`src/rtl/memory_stage.sv`:
```
// memory_stage: pipeline memory stage with IDLE/ACCESS handshake to data memory; MISALIGN_TRAP_EN enables misalignment trapping
module memory_stage (
  input  logic        clk,
  input  logic        reset,
  input  logic        ex_valid,
  output logic        ex_ready,
  input  logic [31:0] ex_ALU_result,
  input  logic [31:0] ex_store_data,
  input  logic        ex_MemRead,
  input  logic        ex_MemWrite,
  input  logic        ex_RegWrite,
  input  logic [2:0]  ex_funct3,
  input  logic [4:0]  ex_rd,
  output logic        dmem_req,
  output logic        dmem_we,
  output logic [31:0] dmem_addr,
  output logic [31:0] dmem_wdata,
  output logic [3:0]  dmem_wstrb,
  input  logic        dmem_ack,
  input  logic [31:0] dmem_rdata,
  output logic        wb_valid,
  output logic        wb_RegWrite,
  output logic [4:0]  wb_rd,
  output logic [31:0] wb_data
`ifdef MISALIGN_TRAP_EN
  ,
  output logic        wb_misaligned
`endif
);
  typedef enum logic {IDLE, ACCESS} state_t;
  state_t      state;
  logic        mem_op;
  logic [1:0]  lane;
  logic [3:0]  st_strb;
  logic [31:0] st_data;
  logic [1:0]  acc_lane;
  logic [2:0]  acc_f3;
  logic [4:0]  acc_rd;
  logic        acc_rw;
  logic        acc_load;
  logic [7:0]  ld_byte;
  logic [15:0] ld_half;
  logic [31:0] ld_word;
`ifdef MISALIGN_TRAP_EN
  logic        misaligned;
`endif
  assign ex_ready = state == IDLE;
  // lane selection, store strobes/data and load extraction (halves/words force their low address bits to 0)
  always_comb begin
    mem_op = ex_MemRead | ex_MemWrite;
    lane = ex_funct3[1] ? 2'b00 : ex_funct3[0] ? {ex_ALU_result[1], 1'b0} : ex_ALU_result[1:0];
    st_strb = ex_funct3[1] ? 4'b1111 : ex_funct3[0] ? (lane[1] ? 4'b1100 : 4'b0011) : 4'b0001 << lane;
    st_data = ex_funct3[1] ? ex_store_data : ex_funct3[0] ? {2{ex_store_data[15:0]}} : {4{ex_store_data[7:0]}};
    ld_byte = dmem_rdata[{acc_lane, 3'b000} +: 8];
    ld_half = dmem_rdata[{acc_lane[1], 4'b0000} +: 16];
    ld_word = acc_f3[1] ? dmem_rdata :
              acc_f3[0] ? {{16{~acc_f3[2] & ld_half[15]}}, ld_half} :
                          {{24{~acc_f3[2] & ld_byte[7]}}, ld_byte};
`ifdef MISALIGN_TRAP_EN
    misaligned = ex_funct3[1] ? |ex_ALU_result[1:0] : ex_funct3[0] & ex_ALU_result[0];
`endif
  end
  // FSM: accept in IDLE, hold the memory request in ACCESS until ack, pulse writeback once per instruction
  always_ff @(posedge clk) begin
    if (reset) begin
      state <= IDLE;
      dmem_req <= 1'b0;
      dmem_we <= 1'b0;
      dmem_addr <= '0;
      dmem_wdata <= '0;
      dmem_wstrb <= '0;
      wb_valid <= 1'b0;
      wb_RegWrite <= 1'b0;
      wb_rd <= '0;
      wb_data <= '0;
      acc_lane <= '0;
      acc_f3 <= '0;
      acc_rd <= '0;
      acc_rw <= 1'b0;
      acc_load <= 1'b0;
`ifdef MISALIGN_TRAP_EN
      wb_misaligned <= 1'b0;
`endif
    end else begin
      wb_valid <= 1'b0;
      if (state == IDLE) begin
        if (ex_valid) begin
          if (!mem_op) begin
            wb_valid <= 1'b1;
            wb_RegWrite <= ex_RegWrite;
            wb_rd <= ex_rd;
            wb_data <= ex_ALU_result;
`ifdef MISALIGN_TRAP_EN
            wb_misaligned <= 1'b0;
`endif
          end
`ifdef MISALIGN_TRAP_EN
          else if (misaligned) begin
            wb_valid <= 1'b1;
            wb_RegWrite <= 1'b0;
            wb_rd <= ex_rd;
            wb_data <= ex_ALU_result;
            wb_misaligned <= 1'b1;
          end
`endif
          else begin
            state <= ACCESS;
            dmem_req <= 1'b1;
            dmem_we <= ex_MemWrite;
            dmem_addr <= {ex_ALU_result[31:2], 2'b00};
            dmem_wdata <= st_data;
            dmem_wstrb <= ex_MemWrite ? st_strb : 4'b0000;
            acc_lane <= lane;
            acc_f3 <= ex_funct3;
            acc_rd <= ex_rd;
            acc_rw <= ex_RegWrite;
            acc_load <= ~ex_MemWrite;
          end
        end
      end else if (dmem_ack) begin
        state <= IDLE;
        dmem_req <= 1'b0;
        dmem_we <= 1'b0;
        dmem_wstrb <= 4'b0000;
        wb_valid <= 1'b1;
        wb_RegWrite <= acc_load & acc_rw;
        wb_rd <= acc_rd;
        if (acc_load) wb_data <= ld_word;
`ifdef MISALIGN_TRAP_EN
        wb_misaligned <= 1'b0;
`endif
      end
    end
  end
endmodule

```
`config.mk`:
```
export PLATFORM = sky130hd
export DESIGN_NAME = memory_stage
export DESIGN_NICKNAME = d
export VERILOG_FILES = /design/src/rtl/memory_stage.sv
export SDC_FILE = /design/constraint.sdc
export NUM_CORES = 1
export LEC_CHECK = 0
export ABC_AREA = 1
export CAP_MARGIN = 10
export CORE_MARGIN = 2
export CORE_UTILIZATION = 40
export CTS_BUF_LIST = sky130_fd_sc_hd__clkbuf_8 sky130_fd_sc_hd__clkbuf_16
export CTS_CLUSTER_SIZE = 20
export DETAILED_ROUTE_END_ITERATION = 7
export PLACE_DENSITY = 0.77
export REMOVE_ABC_BUFFERS = 1
export SLEW_MARGIN = 40
export SYNTH_ARGS = -nofsm -noshare
export SYNTH_HDL_FRONTEND = slang
export SYNTH_SLANG_ARGS = --single-unit
```
`constraint.sdc`:
```
create_clock -name clk -period 1.38 [get_ports clk]
set_input_delay 0.345 -clock clk [delete_from_list [all_inputs] [get_ports clk]]
set_output_delay 0.345 -clock clk [all_outputs]
set_load 0.005 [all_outputs]
```
* Word-level counts from Yosys, hierarchy flattened
Index checks and enable logic that the tools add are counted.
W data, S select, Z words.
** Word-level totals
- Flip-flop bits (word level) :: 120
- Input bits :: 111
- Output and inout port bits :: 110
- Logic and storage cells :: 76
** Operators by class
- Equal/unequal tests :: 3
- Shift-type cells :: 3
- Multiplexer cells :: 42
- Bitwise gates (word level) :: 7
- Reductions and logical operators :: 6
** Operator list (number)
- $mux W32 :: 9
- $mux W4 :: 8
- $shiftx A32 B6 Y16 :: 1
- $shiftx A32 B6 Y8 :: 1
- $mux W1 :: 20
- $mux W5 :: 4
- $reduce_and A3 Y1 :: 3
- $ne A2 B2 Y1 const B :: 2
- $reduce_and A4 Y1 :: 1
- $reduce_bool A2 Y1 :: 2
- $shl A1 B2 Y4 const A :: 1
- $and A1 B1 Y1 :: 3
- $not A1 Y1 :: 3
- $mux W2 :: 1
- $ne A2 B1 Y1 const B :: 1
- $or A1 B1 Y1 :: 1

* Depth between registers and ports, before layout
Gate-level depths: netlist of the first run.
- Word-level depth :: 9
- Mapped depth :: 11
- Gate-level depth less buffers :: 9

* Least setup slack after synthesis of the first run
OpenSTA, ideal clock, no wires.
- Path type :: input port to flip-flop
- From :: in ex_MemRead
- To :: reg wb_data[7]
- Library setup time :: 0.122 ns
- Arrival time :: 1.195 ns
- Data required time :: 1.258 ns
- Setup slack :: 0.063 ns
- Stages on the path :: 8
- Path buffers :: 2
- Cells stage by stage :: inv_1 nand2_2 nor2_1 o22ai_4 buf_6 buf_6 a21oi_1 a21oi_1
** On the way
- Cells in the longest elaborated chain, start to end :: 3
** RTL lines
- start, declared :: line 9 : input logic ex_MemRead,
- $or A1 B1 Y1 :: line 50 : mem_op = ex_MemRead | ex_MemWrite;
- $ne A2 B2 Y1 (no line)
- $reduce_and A4 Y1 (no line)
- end signal, assigned :: line 92 : wb_data <= ex_ALU_result;
- end signal, assigned :: line 128 : if (acc_load) wb_data <= ld_word;
- end, declared :: line 24 : output logic [31:0] wb_data
Every way passes these cells.
A chain may end at the register's enable or synchronous reset.

* Worst setup path in the final report of the first run
- From :: reg state
- To :: reg wb_data[16]
** On the way
- Cells in the longest elaborated chain, start to end :: 2
- Elaborated cells between the ends (all ways) :: 6
- Those cells by class :: eq/ne: 3; mux: 1; reduce/logical: 2
** RTL lines
- start, declared :: line 31 : state_t state;
- start signal, assigned :: line 66 : state <= IDLE;
- start signal, assigned :: line 107 : state <= ACCESS;
- start signal, assigned :: line 121 : state <= IDLE;
- $ne A2 B1 Y1 (no line) (tied with other cells)
- $reduce_and A4 Y1 (no line)
Several ways; a longest one is shown, not always the timed one.

==> impl_metrics.xml, run 1 <==
<?xml version="1.0" encoding="UTF-8"?>
<metrics>
  <group name="hold_path">
    <metric name="worst_hold_startpoint" unit="">ex_MemWrite</metric>
    <metric name="timing.hold.worst.class" unit="">in2reg</metric>
  </group>
  <group name="routing">
    <metric name="drt_iter0_drc" unit="">497</metric>
    <metric name="detail_route.wirelength" unit="microns">20700</metric>
    <metric name="drt-wirelength-per-cell" unit="microns">16.3</metric>
    <metric name="drt-vias-per-instance" unit="">5.11</metric>
    <metric name="final_antenna_net_count" unit="">0</metric>
    <metric name="number_of_search_and_repair_iterations_in_the_first_detailed_routing_pass" unit="">5</metric>
    <metric name="vias" unit="">6478</metric>
    <metric name="drc" unit="">0</metric>
  </group>
  <group name="status">
    <metric name="run_status" unit="">finished, violations left</metric>
    <metric name="failing_checks" unit="">negative setup slack</metric>
  </group>
  <group name="place">
    <metric name="dp_hpwl" unit="microns">13100</metric>
    <metric name="gp_routability_congestion" unit="">0.894</metric>
    <metric name="post-place-cells" unit="">1205</metric>
    <metric name="place_area" unit="sq mm">0.00835</metric>
    <metric name="portbufs" unit="">218</metric>
    <metric name="post-place-ws" unit="ns">-0.498</metric>
  </group>
  <group name="die">
    <metric name="placementRows" unit="">43</metric>
    <metric name="chipHeight" unit="microns">124</metric>
    <metric name="initial_utilization" unit="%">41.0</metric>
    <metric name="die_width" unit="microns">124</metric>
    <metric name="top_level_ports" unit="">221</metric>
    <metric name="design.core.area" unit="sq mm">0.0139</metric>
    <metric name="die_area" unit="sq mm">0.0153</metric>
  </group>
  <group name="worst_setup_path">
    <metric name="cp_slowest_cell" unit="">sky130_fd_sc_hd__dfxtp_4</metric>
    <metric name="worstSetupStartpointType" unit="">flop</metric>
    <metric name="criticalPathCategory" unit="">reg2reg</metric>
    <metric name="worst-path-max-fanout" unit="">8</metric>
    <metric name="cp_common_cell" unit="">sky130_fd_sc_hd__buf_6</metric>
    <metric name="worstPathArrival" unit="ns">1.82</metric>
    <metric name="worst_setup_path_end_kind" unit="">flop</metric>
    <metric name="timing.critical_path.slowest_cell_delay" unit="ns">0.39</metric>
    <metric name="startpoint_of_the_worst_setup_timing_path" unit="">state</metric>
    <metric name="critical_path.reg2reg.startpoint" unit="">state</metric>
    <metric name="path_cells" unit="">buf_6 -&gt; nand2_4 -&gt; inv_4 -&gt; o22ai_4 -&gt; buf_6 -&gt; buf_12 -&gt; clkinv_8 -&gt; buf_16 -&gt; a21oi_2</metric>
    <metric name="required" unit="ns">1.73</metric>
  </group>
  <group name="global_routing">
    <metric name="first_global_vias" unit="">6060</metric>
    <metric name="grt_pass1_wl" unit="microns">30600</metric>
    <metric name="antenna_found_initial" unit="">0</metric>
    <metric name="grt_max_degree" unit="">36</metric>
    <metric name="groute.usage.overall" unit="%">26.0</metric>
    <metric name="grt_overflow" unit="">0</metric>
  </group>
  <group name="final_layout">
    <metric name="finish.net_count" unit="">1187</metric>
    <metric name="utilization" unit="%">69.9</metric>
    <metric name="flow.area_growth_from_synthesis" unit="%">70.4</metric>
    <metric name="leading_cell_type_in_the_layout_fill_and_taps_excluded" unit="">sky130_fd_sc_hd__nand2_1</metric>
    <metric name="design_area" unit="sq mm">0.00974</metric>
    <metric name="num_antenna_cells" unit="">0</metric>
    <metric name="layout-drive-gt1-share" unit="%">23.6</metric>
    <metric name="layout_common_cells" unit="">sky130_fd_sc_hd__nand2_1, sky130_fd_sc_hd__dfxtp_1, sky130_fd_sc_hd__clkdlybuf4s50_1, sky130_fd_sc_hd__dlygate4sd2_1, sky130_fd_sc_hd__a21oi_1</metric>
    <metric name="layoutNonFillerInstCount" unit="">1267</metric>
  </group>
  <group name="timing">
    <metric name="timing.final.hold_violations" unit="">0</metric>
    <metric name="fin_skew" unit="ns">0.00760</metric>
    <metric name="finalSetupTns" unit="ns">-2.40</metric>
    <metric name="highest_clock_frequency_the_design_can_meet" unit="MHz">677</metric>
    <metric name="final_critical_path_setup_slack" unit="ns">-0.0961</metric>
    <metric name="setup_repair_after_global_routing_missed_its_margin" unit="">true</metric>
    <metric name="post-route-period-util" unit="%">107</metric>
    <metric name="tightest_hold_margin" unit="ns">0.406</metric>
    <metric name="timing.final.setup_violations" unit="">34</metric>
    <metric name="slew_violations" unit="">0</metric>
    <metric name="min_period" unit="ns">1.48</metric>
  </group>
  <group name="clock_network">
    <metric name="tritoncts_num_sinks" unit="">120</metric>
    <metric name="clockBufferDepth" unit="">2</metric>
    <metric name="clk_pin_slew_worst_paths" unit="ns">0.05</metric>
    <metric name="numCtsBuffers" unit="">17</metric>
    <metric name="cts-htree-levels" unit="">4</metric>
    <metric name="clockRootBuffer" unit="">sky130_fd_sc_hd__clkbuf_16</metric>
    <metric name="ctsHoldBuffers" unit="">0</metric>
    <metric name="worst_skew_pair.late_latency" unit="ns">0.41</metric>
    <metric name="tritoncts" unit="">yes</metric>
  </group>
  <group name="run">
    <metric name="maxCapViolCount" unit="">0</metric>
  </group>
  <group name="power">
    <metric name="pwr_total" unit="mW">11.0</metric>
    <metric name="power.density_cell_area" unit="mW/mm^2">1130</metric>
    <metric name="maximum_vdd_drop" unit="uV">953</metric>
    <metric name="p_leak" unit="nW">4.48</metric>
  </group>
  <group name="logic_synthesis">
    <metric name="synthesis.area" unit="sq mm">0.00572</metric>
    <metric name="ys_seq_elements" unit="">120</metric>
    <metric name="synth_seq_area_share" unit="%">42.0</metric>
    <metric name="postSynthAreaPerCell" unit="sq um">7.06</metric>
    <metric name="yosysUniqueCellTypes" unit="">29</metric>
    <metric name="synth_cells" unit="">810</metric>
    <metric name="synth-warning-count" unit="">0</metric>
  </group>
</metrics>
[cell usage after synthesis (all sizes together)]
library cell | count | area, sq um
clkbuf | 21 | 78.8
o21ai | 69 | 345
o211ai | 16 | 125
nand2 | 236 | 957
nor3 | 1 | 5.00
dfxtp | 120 | 2400
inv | 76 | 295
nand3 | 17 | 95.1
buf | 35 | 250
or2 | 9 | 56.3
clkinv | 1 | 3.75
nor2 | 70 | 312
o22ai | 1 | 20.0
a31oi | 30 | 188
conb | 1 | 3.75
a21oi | 106 | 572
a211oi | 1 | 7.51
[power breakdown]
part	leakage, nW	switching [mW]	internal, mW
combinational	3.18	1.25	1.23
sequential	0.991	0.146	3.74
clock	0.311	1.56	3.07
total	4.48	2.95	8.04
[layer usage]
metal / vias up / global-route usage [%] / wire length [microns]
met2: 290 / 44.2 / 10200
met3: 34 / 7.33 / 1880
met4: 0 / 10.7 / 471
li1: 3160 / - / -
met1: 2994 / 30.8 / 8180
met5: - / 0 / 0
[repair_timing]
action                     CTS  global route
buffers inserted            19             6
gates cloned                11             3
gates resized for setup    183           118
pin swaps                   38            30
setup endpoints to repair  150           122
[area by class of cell]
class                   instances  area [sq um]
clock inverters                11           156
clock buffers                  19           453
repair buffers                299          3110
well taps                     180           225
fillers                      1117          4190
flip-flops and latches        120          2420
multi-input cells             561          3060
inverters                      77           324
[flip-flops by register name, indices dropped and copies added (netlist names), 2 cells and up]
register	cells
wb_data	32
wb_rd	5
dmem_wdata	32
acc_f3	3
acc_lane	2
dmem_wstrb	4
acc_rd	5
dmem_addr	30
[worst max-delay path, delay by kind of cell, from the launching register on]
kind	cells	cell delay [ns]
buf+inv	6	0.64
compound gates	2	0.30
simple gates	1	0.06
flops	1	0.39
[cells by family (layout without fill, tap and decap cells)]
kind of cell	Yosys count	count (layout)	synth area share, %
AND/OR/NAND/NOR	333	336	24.9
flip-flops	120	120	42.0
AO/OA/AOI/OAI	223	223	22.0
other	1	2	0.0656
buffers and inverters	133	406	11.0
[final timing paths]
check | endpoint | slack [ns] | cells past startpoint
min reg2reg | dmem_wstrb[2] | 0.46 | 2
min | dmem_we | 0.41 | 4
max reg2reg | wb_data[16] | -0.1 | 9
max | wb_data[16] | -0.1 | 9
(Power assumes the default switching activity.)
==> run 2: changes to the inputs <==
HOLD_SLACK_MARGIN = 0.15   (was not set)
==> results of run 2 <==
Final layout, timing and power as in run 1 (identical DEF).
